**config.mk**
```make
export PLATFORM = sky130hd
export DESIGN_NAME = param_seq_cu
export DESIGN_NICKNAME = d
export VERILOG_FILES = /design/src/rtl/param_seq_cu_pkg.sv /design/src/rtl/param_seq_cu_decode.sv /design/src/rtl/param_seq_cu.sv
export SDC_FILE = /design/constraint.sdc
export NUM_CORES = 1
export LEC_CHECK = 0
export ABC_CLOCK_PERIOD_IN_PS = 2400
export CAP_MARGIN = 10
export CORE_ASPECT_RATIO = 1.75
export CORE_MARGIN = 8
export CORE_UTILIZATION = 44
export DETAILED_ROUTE_END_ITERATION = 6
export GPL_ROUTABILITY_DRIVEN = 0
export GPL_TIMING_DRIVEN = 1
export PLACE_DENSITY = 0.75
export SLEW_MARGIN = 15
export SYNTH_ARGS = -nofsm -noshare
export SYNTH_HDL_FRONTEND = slang
export SYNTH_SLANG_ARGS = --single-unit
```
**constraint.sdc**
```tcl
create_clock -name clk -period 2.4 [get_ports clk]
set_clock_uncertainty 0.15 [all_clocks]
set_input_delay 0.36 -clock clk [delete_from_list [all_inputs] [get_ports clk]]
set_output_delay 0.36 -clock clk [all_outputs]
set_load 0.01 [all_outputs]
```
**src/rtl/param_seq_cu_pkg.sv**
```systemverilog
// param_seq_cu_pkg: opcodes, FSM state encoding and RF write-source codes
// shared by the sequencer and its decoder.
// The PAUSE state exists only when CU_SINGLE_STEP_EN is defined.
package param_seq_cu_pkg;

   localparam logic [3:0] OP_NOP  = 4'd0;
   localparam logic [3:0] OP_LDI  = 4'd1;
   localparam logic [3:0] OP_MOV  = 4'd2;
   localparam logic [3:0] OP_ALU  = 4'd3;
   localparam logic [3:0] OP_JZ   = 4'd4;
   localparam logic [3:0] OP_JC   = 4'd5;
   localparam logic [3:0] OP_JMP  = 4'd6;
   localparam logic [3:0] OP_HALT = 4'd7;

   localparam logic [2:0] SRC_ALU   = 3'd0;
   localparam logic [2:0] SRC_CONST = 3'd1;
   localparam logic [2:0] SRC_REG   = 3'd2;

   typedef enum logic [2:0] {
      S_IDLE   = 3'd0,
      S_FETCH  = 3'd1,
      S_DECODE = 3'd2,
      S_EXEC   = 3'd3,
`ifdef CU_SINGLE_STEP_EN
      S_WB     = 3'd4,
      S_PAUSE  = 3'd5
`else
      S_WB     = 3'd4
`endif
   } state_t;

   // Opcodes 8..15 are unassigned and behave exactly like NOP.
   function automatic logic [3:0] norm_op(input logic [3:0] raw);
      return raw[3] ? OP_NOP : raw;
   endfunction

endpackage

```
**src/rtl/param_seq_cu_decode.sv**
```systemverilog
// cu_decode: purely combinational split of an instruction word into the
// opcode and the datapath control fields. All fields are passed through for
// every opcode; only the RF write source depends on the opcode.
module cu_decode
   import param_seq_cu_pkg::*;
#(
   parameter int DW   = 8,
   parameter int RA   = 4,
   parameter int PCW  = 6,
   parameter int ALUW = 2,
   parameter int IW   = 4 + 2*RA + DW
) (
   input  logic [IW-1:0]   instr,
   output logic [3:0]      op,
   output logic [DW-1:0]   cu_const,
   output logic [2:0]      in_mux,
   output logic [RA-1:0]   out_mux,
   output logic [RA-1:0]   reg_add,
   output logic [ALUW-1:0] ins_sel,
   output logic [PCW-1:0]  target
);

   // Field extraction and write-source selection
   always_comb begin
      op       = norm_op(instr[IW-1 -: 4]);
      reg_add  = instr[IW-5 -: RA];
      out_mux  = instr[IW-5-RA -: RA];
      cu_const = instr[DW-1:0];
      ins_sel  = instr[ALUW-1:0];
      target   = instr[PCW-1:0];
      in_mux   = SRC_ALU;
      case (op)
         OP_LDI:  in_mux = SRC_CONST;
         OP_MOV:  in_mux = SRC_REG;
         default: in_mux = SRC_ALU;
      endcase
   end

endmodule

```
**src/rtl/param_seq_cu.sv**
```systemverilog
// param_seq_cu: program-sequencing control unit. Fetches from a synchronous
// program ROM, decodes into RF/ALU controls, latches Z/CO on ALU ops and
// resolves conditional jumps until HALT.
// Optional: CU_SINGLE_STEP_EN adds a Step input and a PAUSE state entered
// after every completed instruction (except HALT).
//
// Handshake: Start is a level sampled only in IDLE; one sampled high starts
// the program at PC=0 and Busy stays high until the machine returns to IDLE.
// Done pulses for one cycle in the EXEC cycle of HALT (Busy still high, so a
// Start in that cycle is ignored); Busy drops on the following cycle.
module param_seq_cu
   import param_seq_cu_pkg::*;
#(
   parameter int DW   = 8,
   parameter int RA   = 4,
   parameter int PCW  = 6,
   parameter int ALUW = 2,
   parameter int IW   = 4 + 2*RA + DW
) (
   input  logic            clk,
   input  logic            reset,
   input  logic            Start,
`ifdef CU_SINGLE_STEP_EN
   input  logic            Step,
`endif
   input  logic [IW-1:0]   Instr,
   input  logic            Z,
   input  logic            CO,
   output logic [PCW-1:0]  PC,
   output logic [DW-1:0]   CUconst,
   output logic [2:0]      InMuxAdd,
   output logic [RA-1:0]   OutMuxAdd,
   output logic [RA-1:0]   RegAdd,
   output logic            WE,
   output logic [ALUW-1:0] InsSel,
   output logic            Busy,
   output logic            Done,
   output logic [2:0]      dbg_state
);

`ifdef CU_SINGLE_STEP_EN
   localparam state_t S_AFTER = S_PAUSE;
`else
   localparam state_t S_AFTER = S_FETCH;
`endif

   state_t          state_q, state_d;
   logic [PCW-1:0]  pc_q, pc_d;
   logic [3:0]      op_q, op_d;
   logic [PCW-1:0]  tgt_q, tgt_d;
   logic [DW-1:0]   cu_const_q, cu_const_d;
   logic [2:0]      in_mux_q, in_mux_d;
   logic [RA-1:0]   out_mux_q, out_mux_d;
   logic [RA-1:0]   reg_add_q, reg_add_d;
   logic [ALUW-1:0] ins_sel_q, ins_sel_d;
   logic            zf_q, zf_d;
   logic            cf_q, cf_d;
   logic            we_q, we_d;
   logic            done_q, done_d;

   logic [3:0]      dec_op;
   logic [DW-1:0]   dec_const;
   logic [2:0]      dec_in_mux;
   logic [RA-1:0]   dec_out_mux;
   logic [RA-1:0]   dec_reg_add;
   logic [ALUW-1:0] dec_ins_sel;
   logic [PCW-1:0]  dec_target;

   cu_decode #(
      .DW   (DW),
      .RA   (RA),
      .PCW  (PCW),
      .ALUW (ALUW),
      .IW   (IW)
   ) u_decode (
      .instr    (Instr),
      .op       (dec_op),
      .cu_const (dec_const),
      .in_mux   (dec_in_mux),
      .out_mux  (dec_out_mux),
      .reg_add  (dec_reg_add),
      .ins_sel  (dec_ins_sel),
      .target   (dec_target)
   );

   // Next-state, PC, flag and registered-output computation
   always_comb begin
      state_d    = state_q;
      pc_d       = pc_q;
      op_d       = op_q;
      tgt_d      = tgt_q;
      cu_const_d = cu_const_q;
      in_mux_d   = in_mux_q;
      out_mux_d  = out_mux_q;
      reg_add_d  = reg_add_q;
      ins_sel_d  = ins_sel_q;
      zf_d       = zf_q;
      cf_d       = cf_q;
      we_d       = 1'b0;
      done_d     = 1'b0;
      case (state_q)
         S_IDLE: begin
            if (Start) begin
               pc_d    = '0;
               zf_d    = 1'b0;
               cf_d    = 1'b0;
               state_d = S_FETCH;
            end
         end
         S_FETCH: state_d = S_DECODE;
         S_DECODE: begin
            // ROM data is valid now; capture decoded fields so they stay
            // stable through EXEC and WB.
            op_d       = dec_op;
            tgt_d      = dec_target;
            cu_const_d = dec_const;
            in_mux_d   = dec_in_mux;
            out_mux_d  = dec_out_mux;
            reg_add_d  = dec_reg_add;
            ins_sel_d  = dec_ins_sel;
            done_d     = (dec_op == OP_HALT);
            state_d    = S_EXEC;
         end
         S_EXEC: begin
            case (op_q)
               OP_ALU: begin
                  zf_d    = Z;
                  cf_d    = CO;
                  we_d    = 1'b1;
                  state_d = S_WB;
               end
               OP_LDI, OP_MOV: begin
                  we_d    = 1'b1;
                  state_d = S_WB;
               end
               OP_JZ: begin
                  pc_d    = zf_q ? tgt_q : pc_q + 1'b1;
                  state_d = S_AFTER;
               end
               OP_JC: begin
                  pc_d    = cf_q ? tgt_q : pc_q + 1'b1;
                  state_d = S_AFTER;
               end
               OP_JMP: begin
                  pc_d    = tgt_q;
                  state_d = S_AFTER;
               end
               OP_HALT: state_d = S_IDLE;
               default: begin
                  pc_d    = pc_q + 1'b1;
                  state_d = S_AFTER;
               end
            endcase
         end
         S_WB: begin
            pc_d    = pc_q + 1'b1;
            state_d = S_AFTER;
         end
`ifdef CU_SINGLE_STEP_EN
         S_PAUSE: begin
            if (Step) state_d = S_FETCH;
         end
`endif
         default: state_d = S_IDLE;
      endcase
   end

   // Sequencer state and registered outputs; reset aborts immediately
   always_ff @(posedge clk or negedge reset) begin
      if (!reset) begin
         state_q    <= S_IDLE;
         pc_q       <= '0;
         op_q       <= OP_NOP;
         tgt_q      <= '0;
         cu_const_q <= '0;
         in_mux_q   <= SRC_ALU;
         out_mux_q  <= '0;
         reg_add_q  <= '0;
         ins_sel_q  <= '0;
         zf_q       <= 1'b0;
         cf_q       <= 1'b0;
         we_q       <= 1'b0;
         done_q     <= 1'b0;
      end else begin
         state_q    <= state_d;
         pc_q       <= pc_d;
         op_q       <= op_d;
         tgt_q      <= tgt_d;
         cu_const_q <= cu_const_d;
         in_mux_q   <= in_mux_d;
         out_mux_q  <= out_mux_d;
         reg_add_q  <= reg_add_d;
         ins_sel_q  <= ins_sel_d;
         zf_q       <= zf_d;
         cf_q       <= cf_d;
         we_q       <= we_d;
         done_q     <= done_d;
      end
   end

   assign PC        = pc_q;
   assign CUconst   = cu_const_q;
   assign InMuxAdd  = in_mux_q;
   assign OutMuxAdd = out_mux_q;
   assign RegAdd    = reg_add_q;
   assign InsSel    = ins_sel_q;
   assign WE        = we_q;
   assign Done      = done_q;
   assign Busy      = (state_q != S_IDLE);
   assign dbg_state = state_q;

endmodule

```
==> results.toml <==
[routing]
antenna_left = 0
wl_per_cell_um = 13.8
vias = 1385
route.detailed.drc = 0
via_per_inst = 4.95
firstDrtPassIters = 4
drt_iter0_drc = 48
finalWirelength_mm = 3.86

[pwr]
power_density_nw_per_um2 = 1300
p_leak_nw = 1.04
max-vdd-ir-drop_v = 0.000846

[floorplanning]
fp.dieH_um = 96.1
rows = 29
coreArea_sq_um = 3560
die-area_sq_um = 5930
io_pins = 58
die_w_um = 61.8
initial_core_util_pct = 45.3

[sta]
setup_viol = 0
fmax_mhz = 466
finalCriticalPeriod_ps = 2150
hold_viol = 0
grt_setup_unrepaired = "false"
min_period_over_period_pct = 89.4
report.final.slew_viol_count = 0
tns_ps = 0
timing.final.ws_setup_ps = 254

[clock_network]
clk_pin_slew_worst_paths_ps = 60
cts_made_buffers = 5
cts_tree = "built"
cts.sinks = 34
root_buffer = "clkbuf_8"
clockBufferDepth = 2
clock_latency_ps = 280
h-tree-depth = 2
cts_resized = 0
postCtsSetupBuffers = 0
cts_hold_buf = 0

[outcome]
status = "completed"

[logic_synthesis]
async_flop_share_pct = 100
syn-cell-area_sq_um = 1610
synth_cell_types = 39
ys_top_cells_by_area = "dfrtp_1, nand2_1, nand2b_1, o21ai_0, nor2_1"
netlist_instances = 178
synth.avg_cell_area_sq_um = 9.05
synth_top_area_cell = "dfrtp_1"
synth_top_flop_cell = "dfrtp_1"
syn_nets = 204
ys_seq_area_share_pct = 52.8
synth_edf_count = 0
ys_warn_count = 0
ys_ff_latch = 34
synth_top_area_share_pct = 52.8

[final_layout]
drive_above_1_share_pct = 5.56
fillers = 344
n_antenna_cell = 0
nets = 259
area_growth_syn_to_layout_pct = 40.9

[global_route]
grt_pass1_wl_mm = 6.31
grt_overflow = 0
grt.total_usage_pct = 14.3
grt_max_degree = 35
grt_pass1_vias = 1382
antenna_found_initial = 0

[worst_setup_path]
endpoint_kind = "primary output"
ff2ff_setup_slack_ps = 560
start_kind = "register"
crit_path_max_fanout = 9
arrival_ps = 1640
r2r-end = "PC[5]"
critPathKind = "register to primary output"
crit_start = "dbg_state[2]"
crit_required_ps = 1890
r2r-start = "dbg_state[0]"
reg2regPathDepth = 5

[placement]
dp_slack_ps = 546
hpwlAfterDp_mm = 3.02
numPortBuffers = 56

[hold_path]
hp-start = "OutMuxAdd[0]"
min_to = "OutMuxAdd[0]"
min_path_type = "register to register"
hold_depth = 2

[job]
maxCapViolCount = 0
## cells in the mapped netlist, types with 2 or more instances
master    number
nor3_1         3
and3_1         2
nor2_1         7
clkbuf_1       2
buf_6          2
nand3_1        5
nor2b_1        3
o41ai_1        2
o21ai_0        6
buf_4          3
o21a_1         3
dfrtp_1       34
o211a_1        2
o21ai_1        2
nand2b_1       5
a21oi_1        5
nand4_1        2
inv_1          2
nand2_1       63
buf_2          4
xnor2_1        2
a31oi_1        2
## power breakdown
part	internal, mW	switching (mW)	total [mW]
registers	0.826	0.235	1.06
clock network	0.231	0.197	0.428
logic	0.760	0.700	1.46
## state kept, by name, summed over array words and instances, names as in the netlist
signal and count:
CUconst 3, Done 1, InMuxAdd 2, OutMuxAdd 4, PC 6, RegAdd 4
WE 1, cf_q 1, dbg_state 3, op_q 3, tgt_q 5, zf_q 1
## per-layer routing
metal / track usage (%) / share of wire (%) / up-vias
met2: 24.6 / 53 / 36
met1: 15.1 / 38 / 640
met3: 3.61 / 6.1 / 8
li1: - / - / 701
met4: 7.65 / 2.7 / 0
met5: 0 / 0 / -
## worst max path at each step
stage	end	slack [ps]	depth (start not counted)
after floorplan	PC[5]	680	7
after global placement	Busy	570	2
after detailed placement	PC[5]	550	5
after CTS	Busy	230	2
after global routing	Busy	180	2
final	Busy	250	2
## cells in the final DEF (no fill, tap or decap), types with 2 or more instances in the layout
cell type | netlist | final
nand3_1 | 5 | 5
buf_4 | 3 | 3
o41ai_1 | 2 | 2
dfrtp_1 | 34 | 34
nor2_1 | 7 | 7
o211a_1 | 2 | 2
and3_1 | 2 | 2
a21oi_1 | 5 | 5
o21a_1 | 3 | 3
xnor2_1 | 2 | 2
clkdlybuf4s50_1 | 0 | 56
nand4_1 | 2 | 2
clkbuf_8 | 0 | 6
o21ai_0 | 6 | 6
a31oi_1 | 2 | 2
nor3_1 | 3 | 3
inv_1 | 2 | 2
nor2b_1 | 3 | 3
nand2b_1 | 5 | 5
nand2_1 | 63 | 63
o21ai_1 | 2 | 2
## worst max-delay path: stages (launching register included)
cell and delay, ps:
dfrtp_1 480, or3_1 400, clkdlybuf4s50_1 480
## logic make-up after synthesis
family,count (synthesis),synth area share [%]
buffers and inverters,13,4.97
adder cells (fa/ha/maj),1,0.776
flip-flops,34,52.8
AND/OR/NAND/NOR,96,26.7
AO/OA/AOI/OAI,31,13.4
XOR/XNOR,2,1.09
other,1,0.233
## metrics by stage
step	instance area, sq um	total power, mW	hold slack (ps)	instances	util (%)
6_report	2270	2.95	324	280	63.9
5_1_grt	2270	3.23	346	280	63.9
4_1_cts	2270	3.01	328	280	63.9
3_5_place_dp	2180	2.57	313	272	61.3
3_3_place_gp	2180	2.54	307	272	61.3
2_1_floorplan	1610	1.90	-85.6	178	-
## final cells by class
class                   count  area, sq um  share of cell area, %
inverters                   2         7.51                  0.331
clock inverters             1         5.00                  0.220
repair buffers             59          583                   25.7
clock buffers               7         86.3                   3.80
flip-flops and latches     34          851                   37.5
multi-input cells         131          681                   30.0
well taps                  46         57.6                   2.53
(Power assumes the default switching activity.)
